--- src/rtl/riscv_pkg.sv ---
// Shared encodings for the multi-cycle RV32I subset controller and its datapath muxes.
package riscv_pkg;

    localparam logic [6:0] OP_R      = 7'b0110011;
    localparam logic [6:0] OP_I      = 7'b0010011;
    localparam logic [6:0] OP_LOAD   = 7'b0000011;
    localparam logic [6:0] OP_STORE  = 7'b0100011;
    localparam logic [6:0] OP_BRANCH = 7'b1100011;

    typedef enum logic [3:0] {
        FETCH    = 4'd0,
        DECODE   = 4'd1,
        EXEC_R   = 4'd2,
        EXEC_I   = 4'd3,
        ALU_WB   = 4'd4,
        MEM_ADDR = 4'd5,
        MEM_RD   = 4'd6,
        MEM_WB   = 4'd7,
        MEM_WR   = 4'd8,
        BRANCH   = 4'd9,
        HALT     = 4'd10
    } state_t;

    typedef enum logic [1:0] {
        SRC_A_PC     = 2'b00,
        SRC_A_OLD_PC = 2'b01,
        SRC_A_RS1    = 2'b10
    } alu_src_a_t;

    typedef enum logic [1:0] {
        SRC_B_RS2  = 2'b00,
        SRC_B_IMM  = 2'b01,
        SRC_B_FOUR = 2'b10
    } alu_src_b_t;

    typedef enum logic [1:0] {
        ALU_ADD    = 2'b00,
        ALU_SUB    = 2'b01,
        ALU_RFUNCT = 2'b10,
        ALU_IFUNCT = 2'b11
    } alu_op_t;

    typedef enum logic [1:0] {
        RES_ALU     = 2'b00,
        RES_ALU_OUT = 2'b01,
        RES_MEM     = 2'b10
    } result_src_t;

endpackage

--- src/rtl/mem_watchdog.sv ---
// Counts consecutive stalled memory request cycles; pulses expire on the
// last allowed stall cycle unless ready arrives in that same cycle.
module mem_watchdog
    import riscv_pkg::*;
#(
    parameter int TIMEOUT = 16
) (
    input  logic clk,
    input  logic rst_n,
    input  logic req,
    input  logic ready,
    output logic expire
);

    localparam int CNT_W = (TIMEOUT > 0) ? $clog2(TIMEOUT + 1) : 1;
    localparam logic [CNT_W-1:0] LAST = (TIMEOUT > 0) ? CNT_W'(TIMEOUT - 1) : '0;

    logic [CNT_W-1:0] count;

    // The TIMEOUT-th stalled cycle is the one in which count still reads TIMEOUT-1.
    assign expire = (TIMEOUT > 0) && req && !ready && (count == LAST);

    // Stall counter: clears whenever the request completes or is not active.
    always_ff @(posedge clk or negedge rst_n) begin
        if (!rst_n) begin
            count <= '0;
        end else if (!req || ready) begin
            count <= '0;
        end else if (!expire) begin
            count <= count + CNT_W'(1);
        end
    end

endmodule

--- src/rtl/multicycle_control.sv ---
// Multi-cycle sequencing controller for the RV32I subset (R, I-ALU, LW, SW, BEQ).
//
// state    | meaning
// ---------+-----------------------------------------------------------
// FETCH    | read instruction at PC, PC <= PC + 4 when memory answers
// DECODE   | branch target (old_pc + imm) into alu_out, dispatch opcode
// EXEC_R   | rs1 op rs2
// EXEC_I   | rs1 op imm
// ALU_WB   | write alu_out to rd
// MEM_ADDR | rs1 + imm into alu_out
// MEM_RD   | load from alu_out address, wait for ready
// MEM_WB   | write load data to rd
// MEM_WR   | store to alu_out address, wait for ready
// BRANCH   | compare rs1/rs2, take target from alu_out on zero
// HALT     | unsupported opcode or memory timeout, wait for reset
module multicycle_control
    import riscv_pkg::*;
#(
    parameter int TIMEOUT = 16,
    parameter int STATE_W = 4
) (
    input  logic               clk,
    input  logic               rst_n,
    input  logic [6:0]         opcode,
    input  logic               zero,
    input  logic               mem_ready,
    output logic               mem_req,
    output logic               mem_write,
    output logic               adr_src,
    output logic               ir_write,
    output logic               pc_write,
    output logic               reg_write,
    output logic [1:0]         alu_src_a,
    output logic [1:0]         alu_src_b,
    output logic [1:0]         alu_op,
    output logic [1:0]         result_src,
    output logic               illegal_instr,
    output logic               bus_error,
    output logic [STATE_W-1:0] state_o
);

    state_t      state;
    logic        req_raw, write_raw, ir_raw, pc_raw, reg_raw;
    alu_src_a_t  sel_a;
    alu_src_b_t  sel_b;
    alu_op_t     sel_op;
    result_src_t sel_res;
    logic        wd_expire;

    mem_watchdog #(.TIMEOUT(TIMEOUT)) u_watchdog (
        .clk    (clk),
        .rst_n  (rst_n),
        .req    (req_raw),
        .ready  (mem_ready),
        .expire (wd_expire)
    );

    // Output decode of the current state; FETCH and BRANCH enables also look at inputs.
    always_comb begin
        req_raw   = 1'b0;
        write_raw = 1'b0;
        adr_src   = 1'b0;
        ir_raw    = 1'b0;
        pc_raw    = 1'b0;
        reg_raw   = 1'b0;
        sel_a     = SRC_A_PC;
        sel_b     = SRC_B_RS2;
        sel_op    = ALU_ADD;
        sel_res   = RES_ALU;
        case (state)
            FETCH: begin
                req_raw = 1'b1;
                sel_b   = SRC_B_FOUR;
                ir_raw  = mem_ready;
                pc_raw  = mem_ready;
            end
            DECODE: begin
                sel_a = SRC_A_OLD_PC;
                sel_b = SRC_B_IMM;
            end
            EXEC_R: begin
                sel_a  = SRC_A_RS1;
                sel_op = ALU_RFUNCT;
            end
            EXEC_I: begin
                sel_a  = SRC_A_RS1;
                sel_b  = SRC_B_IMM;
                sel_op = ALU_IFUNCT;
            end
            ALU_WB: begin
                sel_res = RES_ALU_OUT;
                reg_raw = 1'b1;
            end
            MEM_ADDR: begin
                sel_a = SRC_A_RS1;
                sel_b = SRC_B_IMM;
            end
            MEM_RD: begin
                req_raw = 1'b1;
                adr_src = 1'b1;
            end
            MEM_WB: begin
                sel_res = RES_MEM;
                reg_raw = 1'b1;
            end
            MEM_WR: begin
                req_raw   = 1'b1;
                write_raw = 1'b1;
                adr_src   = 1'b1;
            end
            BRANCH: begin
                sel_a   = SRC_A_RS1;
                sel_op  = ALU_SUB;
                sel_res = RES_ALU_OUT;
                pc_raw  = zero;
            end
            default: ;
        endcase
    end

    // Reset gates the enables combinationally so a pending request drops at once.
    assign mem_req    = req_raw   & rst_n;
    assign mem_write  = write_raw & rst_n;
    assign ir_write   = ir_raw    & rst_n;
    assign pc_write   = pc_raw    & rst_n;
    assign reg_write  = reg_raw   & rst_n;
    assign alu_src_a  = sel_a;
    assign alu_src_b  = sel_b;
    assign alu_op     = sel_op;
    assign result_src = sel_res;
    assign state_o    = STATE_W'(state);

    // State sequencing and sticky error flags.
    always_ff @(posedge clk or negedge rst_n) begin
        if (!rst_n) begin
            state         <= FETCH;
            illegal_instr <= 1'b0;
            bus_error     <= 1'b0;
        end else begin
            case (state)
                FETCH: begin
                    if (mem_ready) begin
                        state <= DECODE;
                    end else if (wd_expire) begin
                        state     <= HALT;
                        bus_error <= 1'b1;
                    end
                end
                DECODE: begin
                    case (opcode)
                        OP_R:                state <= EXEC_R;
                        OP_I:                state <= EXEC_I;
                        OP_LOAD, OP_STORE:   state <= MEM_ADDR;
                        OP_BRANCH:           state <= BRANCH;
                        default: begin
                            state         <= HALT;
                            illegal_instr <= 1'b1;
                        end
                    endcase
                end
                EXEC_R, EXEC_I: state <= ALU_WB;
                ALU_WB:         state <= FETCH;
                MEM_ADDR:       state <= (opcode == OP_LOAD) ? MEM_RD : MEM_WR;
                MEM_RD: begin
                    if (mem_ready) begin
                        state <= MEM_WB;
                    end else if (wd_expire) begin
                        state     <= HALT;
                        bus_error <= 1'b1;
                    end
                end
                MEM_WB:         state <= FETCH;
                MEM_WR: begin
                    if (mem_ready) begin
                        state <= FETCH;
                    end else if (wd_expire) begin
                        state     <= HALT;
                        bus_error <= 1'b1;
                    end
                end
                BRANCH:         state <= FETCH;
                HALT:           state <= HALT;
                default:        state <= HALT;
            endcase
        end
    end

endmodule

--- config.mk ---
export PLATFORM = sky130hd
export DESIGN_NAME = multicycle_control
export DESIGN_NICKNAME = d
export VERILOG_FILES = /design/src/rtl/riscv_pkg.sv /design/src/rtl/mem_watchdog.sv /design/src/rtl/multicycle_control.sv
export SDC_FILE = /design/constraint.sdc
export NUM_CORES = 1
export LEC_CHECK = 0
export ABC_CLOCK_PERIOD_IN_PS = 3100
export BUFFER_PORTS_ARGS = -buffer_cell sky130_fd_sc_hd__clkbuf_2
export CAP_MARGIN = 20
export CORE_ASPECT_RATIO = 0.9
export CORE_MARGIN = 2
export CORE_UTILIZATION = 52
export DETAILED_ROUTE_END_ITERATION = 12
export HOLD_SLACK_MARGIN = 0.1
export PLACE_DENSITY = 0.83
export SETUP_SLACK_MARGIN = 0.5
export SLEW_MARGIN = 40
export SYNTH_ARGS = -nofsm -noshare
export SYNTH_HDL_FRONTEND = slang
export SYNTH_HIERARCHICAL = 1
export SYNTH_SLANG_ARGS = --single-unit
--- constraint.sdc ---
create_clock -name clk -period 3.1 [get_ports clk]
set_clock_uncertainty 0.05 [all_clocks]
set_input_delay 0.62 -clock clk [delete_from_list [all_inputs] [get_ports clk]]
set_output_delay 0.62 -clock clk [all_outputs]
set_load 0.005 [all_outputs]
## After elaboration in Yosys (flattened, before gate mapping)

Cells that the tools add are included.

- Register bits after elaboration: 11
- Input bits: 11
- Output and inout port bits: 20
- Logic and storage cells: 65

- Add/subtract/negate cells: 1
- Eq/ne operators: 16
- Muxes and demuxes: 19
- Bitwise logic cells: 7
- Reduce and logical (&&, ||, !) cells: 18

Operators by type and width:

| operator | number |
|---|---|
| case mux 4 bit (7 select lines) | 1 |
| two-way mux 4 bit | 5 |
| == test 4 x 3 -> 1 bit (second input constant) | 4 |
| case mux 4 bit (4 select lines) | 1 |
| == test 7 x 6 -> 1 bit (second input constant) | 2 |
| case mux 2 bit (2 select lines) | 3 |
| two-way mux 5 bit | 2 |
| OR reduction 2 bit | 5 |
| OR reduction 3 bit | 3 |
| == test 4 x 2 -> 1 bit (second input constant) | 2 |
| == test 4 bit (second input constant) | 2 |
| == test 7 x 2 -> 1 bit (second input constant) | 1 |
| == test 7 x 5 -> 1 bit (second input constant) | 1 |
| == test 7 bit (second input constant) | 1 |
| case mux 2 bit (3 select lines) | 1 |
| adder 5 x 1 -> 5 bit (second input constant) | 1 |
| AND 1 bit | 5 |
| == test 5 x 4 -> 1 bit (second input constant) | 1 |
| two-way mux 1 bit | 5 |
| OR reduction 5 bit | 1 |
| == test 4 x 1 -> 1 bit (second input constant) | 1 |
| zero test 4 bit | 1 |
| OR reduction 4 bit | 1 |
| AND reduction 3 bit | 1 |
| other kinds (7) | 10 |

## Longest topological paths before layout

- Word-level depth: 8
- Mapped depth: 10
- Mapped depth without buffers: 9

## Modules after synthesis

The synthesis kept the hierarchy.

By module, submodules not included:

| module | times used | cells each | area each (um2) |
|---|---|---|---|
| multicycle_control | 1 | 77 | 589.3 |
| mem_watchdog | 1 | 26 | 281.5 |

## Worst setup path before layout

Ideal clock, no wire load.

- Path type: flip-flop to flip-flop
- From: register state[3], in the netlist state_o[3]
- To: register state[2], in the netlist state_o[2]
- Library setup time: 0.122 ns
- Arrival time: 1.697 ns
- Data required time: 2.928 ns
- Slack: 1.231 ns
- Cell stages (with the launch flop): 10
- Buffers on the path: 1
- Cell sequence: dfrtp_1 > buf_4 > nor2b_2 > nand2_1 > a21oi_2 > nand2b_1 > nor2_1 > nor2b_1 > o21ai_1 > a32o_1

- Cells in the longest elaborated chain, start to end: 8
- Elaborated cells between the ends (all ways): 21
- Those cells by class: eq/ne (9); mux (6); reduce/logical (6)

RTL lines:

| element | RTL line | text |
|---|---|---|
| start: declaration | multicycle_control.sv:42 | `state_t state;` |
| start signal: assignment | multicycle_control.sv:163 | `MEM_ADDR: state <= (opcode == OP_LOAD) ? MEM_RD : MEM_WR;` |
| == test 4 bit, or another cell as far along | multicycle_control.sv:70 | `case (state)` |
| OR reduction 3 bit (no line) * | - |  |
| two-way mux 1 bit * | multicycle_control.sv:70 |  |
| named net req_raw | multicycle_control.sv:43 | `logic req_raw, write_raw, ir_raw, pc_raw, reg_raw;` |
| logical AND 1 bit * (2 in series) | mem_watchdog.sv:21 | `assign expire = (TIMEOUT > 0) && req && !ready && (count == LAST);` |
| named net wd_expire | multicycle_control.sv:48 | `logic wd_expire;` |
| two-way mux 4 bit * | - |  |
| two-way mux 4 bit (on tied branches) | - |  |
| case mux 4 bit (7 select lines) * | multicycle_control.sv:140 | `case (state)` |

Mark *: on every way through the listed nets, which the timed path passes. The rest lies on a longest branch.
A chain may end at the register's enable or synchronous reset.

## Worst setup path in the final report

- From: register state[0], in the netlist state_o[0]
- To: output port result_src[0]

- Cells in the longest elaborated chain, start to end: 3
- Elaborated cells between the ends (all ways): 5
- Those cells by class: eq/ne (3); mux (1); reduce/logical (1)

RTL lines:

| element | RTL line | text |
|---|---|---|
| == test 4 bit / == test 4 x 3 -> 1 bit (equally long branches) | multicycle_control.sv:70 |  |
| OR reduction 2 bit (no line) | - |  |
| case mux 2 bit (2 select lines) * | multicycle_control.sv:70 |  |
| end: declaration | multicycle_control.sv:36 | `output logic [1:0] result_src,` |

Every way passes the cells marked *; elsewhere a longest branch is shown, timed or not.

==> impl_results.md <==
* Status: finished, final reports clean
* Rows at 14
* First-pass GRT wire length at 3.19 mm
* DRT iter0 DRCs at 14
* Syn avg cell area at 8.45 sq um
* Lkg Pwr at 0.567 nW
* Post-CTS setup buffers at 0
* TritonCTS clock tree: built
* Remaining Overflow, GRT at 0
* Setup TNS at 0 ns
* Share of layout cells above drive strength 1 at 33.6%
* Startpoint Class: register
* Core area at 1630 sq um
* Final nets at 145
* RSZ-0062 raised after global routing: false
* Crit-path cells: inv_2 > or3_1 > a21oi_1 > clkbuf_2
* Primary FF master, synth: dfrtp_1
* Synth Register Bits at 11
* Diode count at 0
* Crit end category: primary output
* Critical path type: reg -> out
* Gr usage total at 21.6%
* Setup violators final at 0
* Dpl hpwl at 1.46 mm
* Clk Latency, worst-skew pair at 0.27 ns
* CTS buffer count at 3
* I/O pin count at 31
* Clock buffer depth at 2
* Htree depth at 1
* Mapped cell area at 871 sq um
* HP Class: in -> async
* Synthesized instance count at 103
* CP max stage cell: dfrtp_1
* Slew margin rel. at 61.4%
* Slew @ Worst Pin at 0.578 ns
* Final wirelength at 1.94 mm
* Synth top area share at 31.6%
* Min cycle time layout at 2.41 ns
* Root buf cell: clkbuf_4
* Critical Path AT at 1.74 ns
* Number of global-route vias before repair at 738
* Req. time, crit path at 2.43 ns
* Initial antenna violation count at 0
* Fin Hold WS at 0.186 ns
* Critical Path Max Stage Delay at 0.67 ns
* Largest cells by area after synthesis: dfrtp_1, nor2_1, and3_1
* Max Cap Viol at 0
* Cell variety after synth at 41
* Async set or reset register ratio after synthesis at 100%
* Post-synth EDFFs at 0
* Vias/cell at 5.35
* Clk sink count at 11
* Fin. max-slew vios at 0
* Hold-fix buffers, CTS at 0
* CP delay by family, top: flip-flops
* Yosys top cell by area: dfrtp_1
* CP Buf/Inv Count at 2
* Gpl congestion at 0.838
* Fmax at 415 MHz
* Clock slew at reported path FFs at 0.08 ns
* Die Width at 47.1 microns
* Hold Vio Cnt, Final at 0
* Initial Util at 53.5%
* Post-DR wirelength/cell at 12.5 microns
* Pwr/cell area at 703 nW/um^2
* Antenna Violating Nets Remaining at 0
* Remaining routing DRC violations at 0
* Detailed Routing Iterations Pass 1 at 4
* Pin count of the biggest net entering global routing at 21
* Post-cts sizing count at 0
* Peak supply drop at 0.353 mV
* Post-Syn Nets at 116
* Die area at 2020 sq um
* Layout area overhead at 18.7%
* Worst Path Max Fanout at 14
* # port buffers at 30
* Vias at 830
* Syn. warnings at 6
* Sequential-to-total area share from yosys stat at 31.6%
* Vert. Die Dim at 42.8 microns
* Final period util at 77.7%
## cell usage after synthesis, types with 3 or more instances
master    number
a21o_1         3
a21oi_1        4
and3_1         5
buf_2          3
dfrtp_1       11
inv_1          4
nand2_1        8
nand2b_1       3
nand3_1        3
nor2_1        11
nor3_1         5
o21ai_0        3
o22ai_1        3
## registers in the layout, summed over array words and instances (netlist names)
signal	cells
bus_error	1
u_watchdog/count	5
state_o	4
illegal_instr	1
## metrics by stage
stage / instance area [sq um] / cells / setup slack, ns / util [%] / power [W]
2_1_floorplan: 871 / 103 / 1.23 / - / 0.000510
3_3_place_gp: 1010 / 151 / 0.944 / 61.8 / 0.000614
3_5_place_dp: 1010 / 151 / 0.886 / 61.8 / 0.000626
4_1_cts: 1030 / 155 / 0.699 / 63.4 / 0.000727
5_1_grt: 1030 / 155 / 0.574 / 63.4 / 0.000789
6_report: 1030 / 155 / 0.691 / 63.4 / 0.000726
## layout make-up
type / instances / area [sq um]
Inverter: 6 / 22.5
Clock inverter: 1 / 5.00
Fill cell: 157 / 596
Timing Repair Buffer: 31 / 158
Clock buffer: 3 / 22.5
Tap cell: 24 / 30.0
Multi-Input combinational cell: 79 / 520
Sequential cell: 11 / 275
## cells by family after synthesis
group | Yosys count | share of synthesized area (%)
AND/OR/NAND/NOR | 49 | 33.9
XOR/XNOR | 4 | 4.02
multiplexers | 1 | 1.15
AO/OA/AOI/OAI | 23 | 17.8
buffers and inverters | 13 | 8.62
flip-flops | 11 | 31.6
adder cells (fa/ha/maj) | 2 | 2.87
## path summary, 6_finish.rpt
| path | cells after the start | startpoint | to | slack [ns] |
|---|---|---|---|---|
| max | 4 | state_o[0] | result_src[0] | 0.69 |
| min | 1 | rst_n | u_watchdog/count[0] | 0.19 |
| max reg2reg | 7 | state_o[1] | state_o[2] | 0.87 |
| min reg2reg | 1 | illegal_instr | illegal_instr | 0.42 |
| max in group asynchronous | 1 | rst_n | illegal_instr | 2.55 |
| min in group clk | 1 | illegal_instr | illegal_instr | 0.42 |
## layer usage
metal / global-route usage [%] / share of wire [%] / vias to the layer above
li1: - / - / 420
met1: 29.4 / 48 / 378
met2: 34.2 / 46 / 30
met3: 3.83 / 5.2 / 2
met4: 6.67 / 0.82 / 0
met5: 0 / 0 / -
## worst reg2reg max path, stage by stage (launching register included)
cell and delay [ns]:
dfrtp_1 0.59, or2_1 0.35, a21oi_2 0.17, nand2b_1 0.18, nor2_1 0.12, nor2b_1 0.28, o21ai_1 0.09, a32o_1 0.28
## placed cells by master, fill, tap and decap left out, drive strengths merged
| cell | netlist | layout |
|---|---|---|
| ha | 2 | 2 |
| nand2b | 4 | 4 |
| a21o | 3 | 3 |
| xor2 | 2 | 2 |
| dfrtp | 11 | 11 |
| or3 | 2 | 2 |
| and2 | 1 | 1 |
| nand4b | 1 | 1 |
| xnor2 | 2 | 2 |
| nor3 | 6 | 6 |
| o22ai | 3 | 3 |
| nor2 | 11 | 11 |
| and3 | 5 | 5 |
| clkbuf | 0 | 33 |
| o21a | 1 | 1 |
| a21oi | 5 | 5 |
| o31ai | 1 | 1 |
| inv | 6 | 6 |
| clkinv | 0 | 1 |
| o21ai | 5 | 5 |
| mux2i | 1 | 1 |
| buf | 7 | 1 |
| nand3 | 3 | 3 |
| nand4bb | 1 | 1 |
| o21ba | 1 | 1 |
| or2 | 1 | 1 |
| nand4 | 1 | 1 |
| nand2 | 8 | 8 |
| a21boi | 1 | 1 |
| nor2b | 3 | 3 |
| a211oi | 1 | 1 |
| a32o | 1 | 1 |
| a41o | 1 | 1 |
| nand3b | 1 | 1 |
| nor4 | 1 | 1 |
## power by group
| group | internal, W | switching (W) | total, W |
|---|---|---|---|
| Clock | 0.0000478 | 0.0000530 | 0.000101 |
| Combinational | 0.000177 | 0.000196 | 0.000372 |
| Sequential | 0.000172 | 0.0000805 | 0.000253 |
Power figures use the tool's default switching activity.
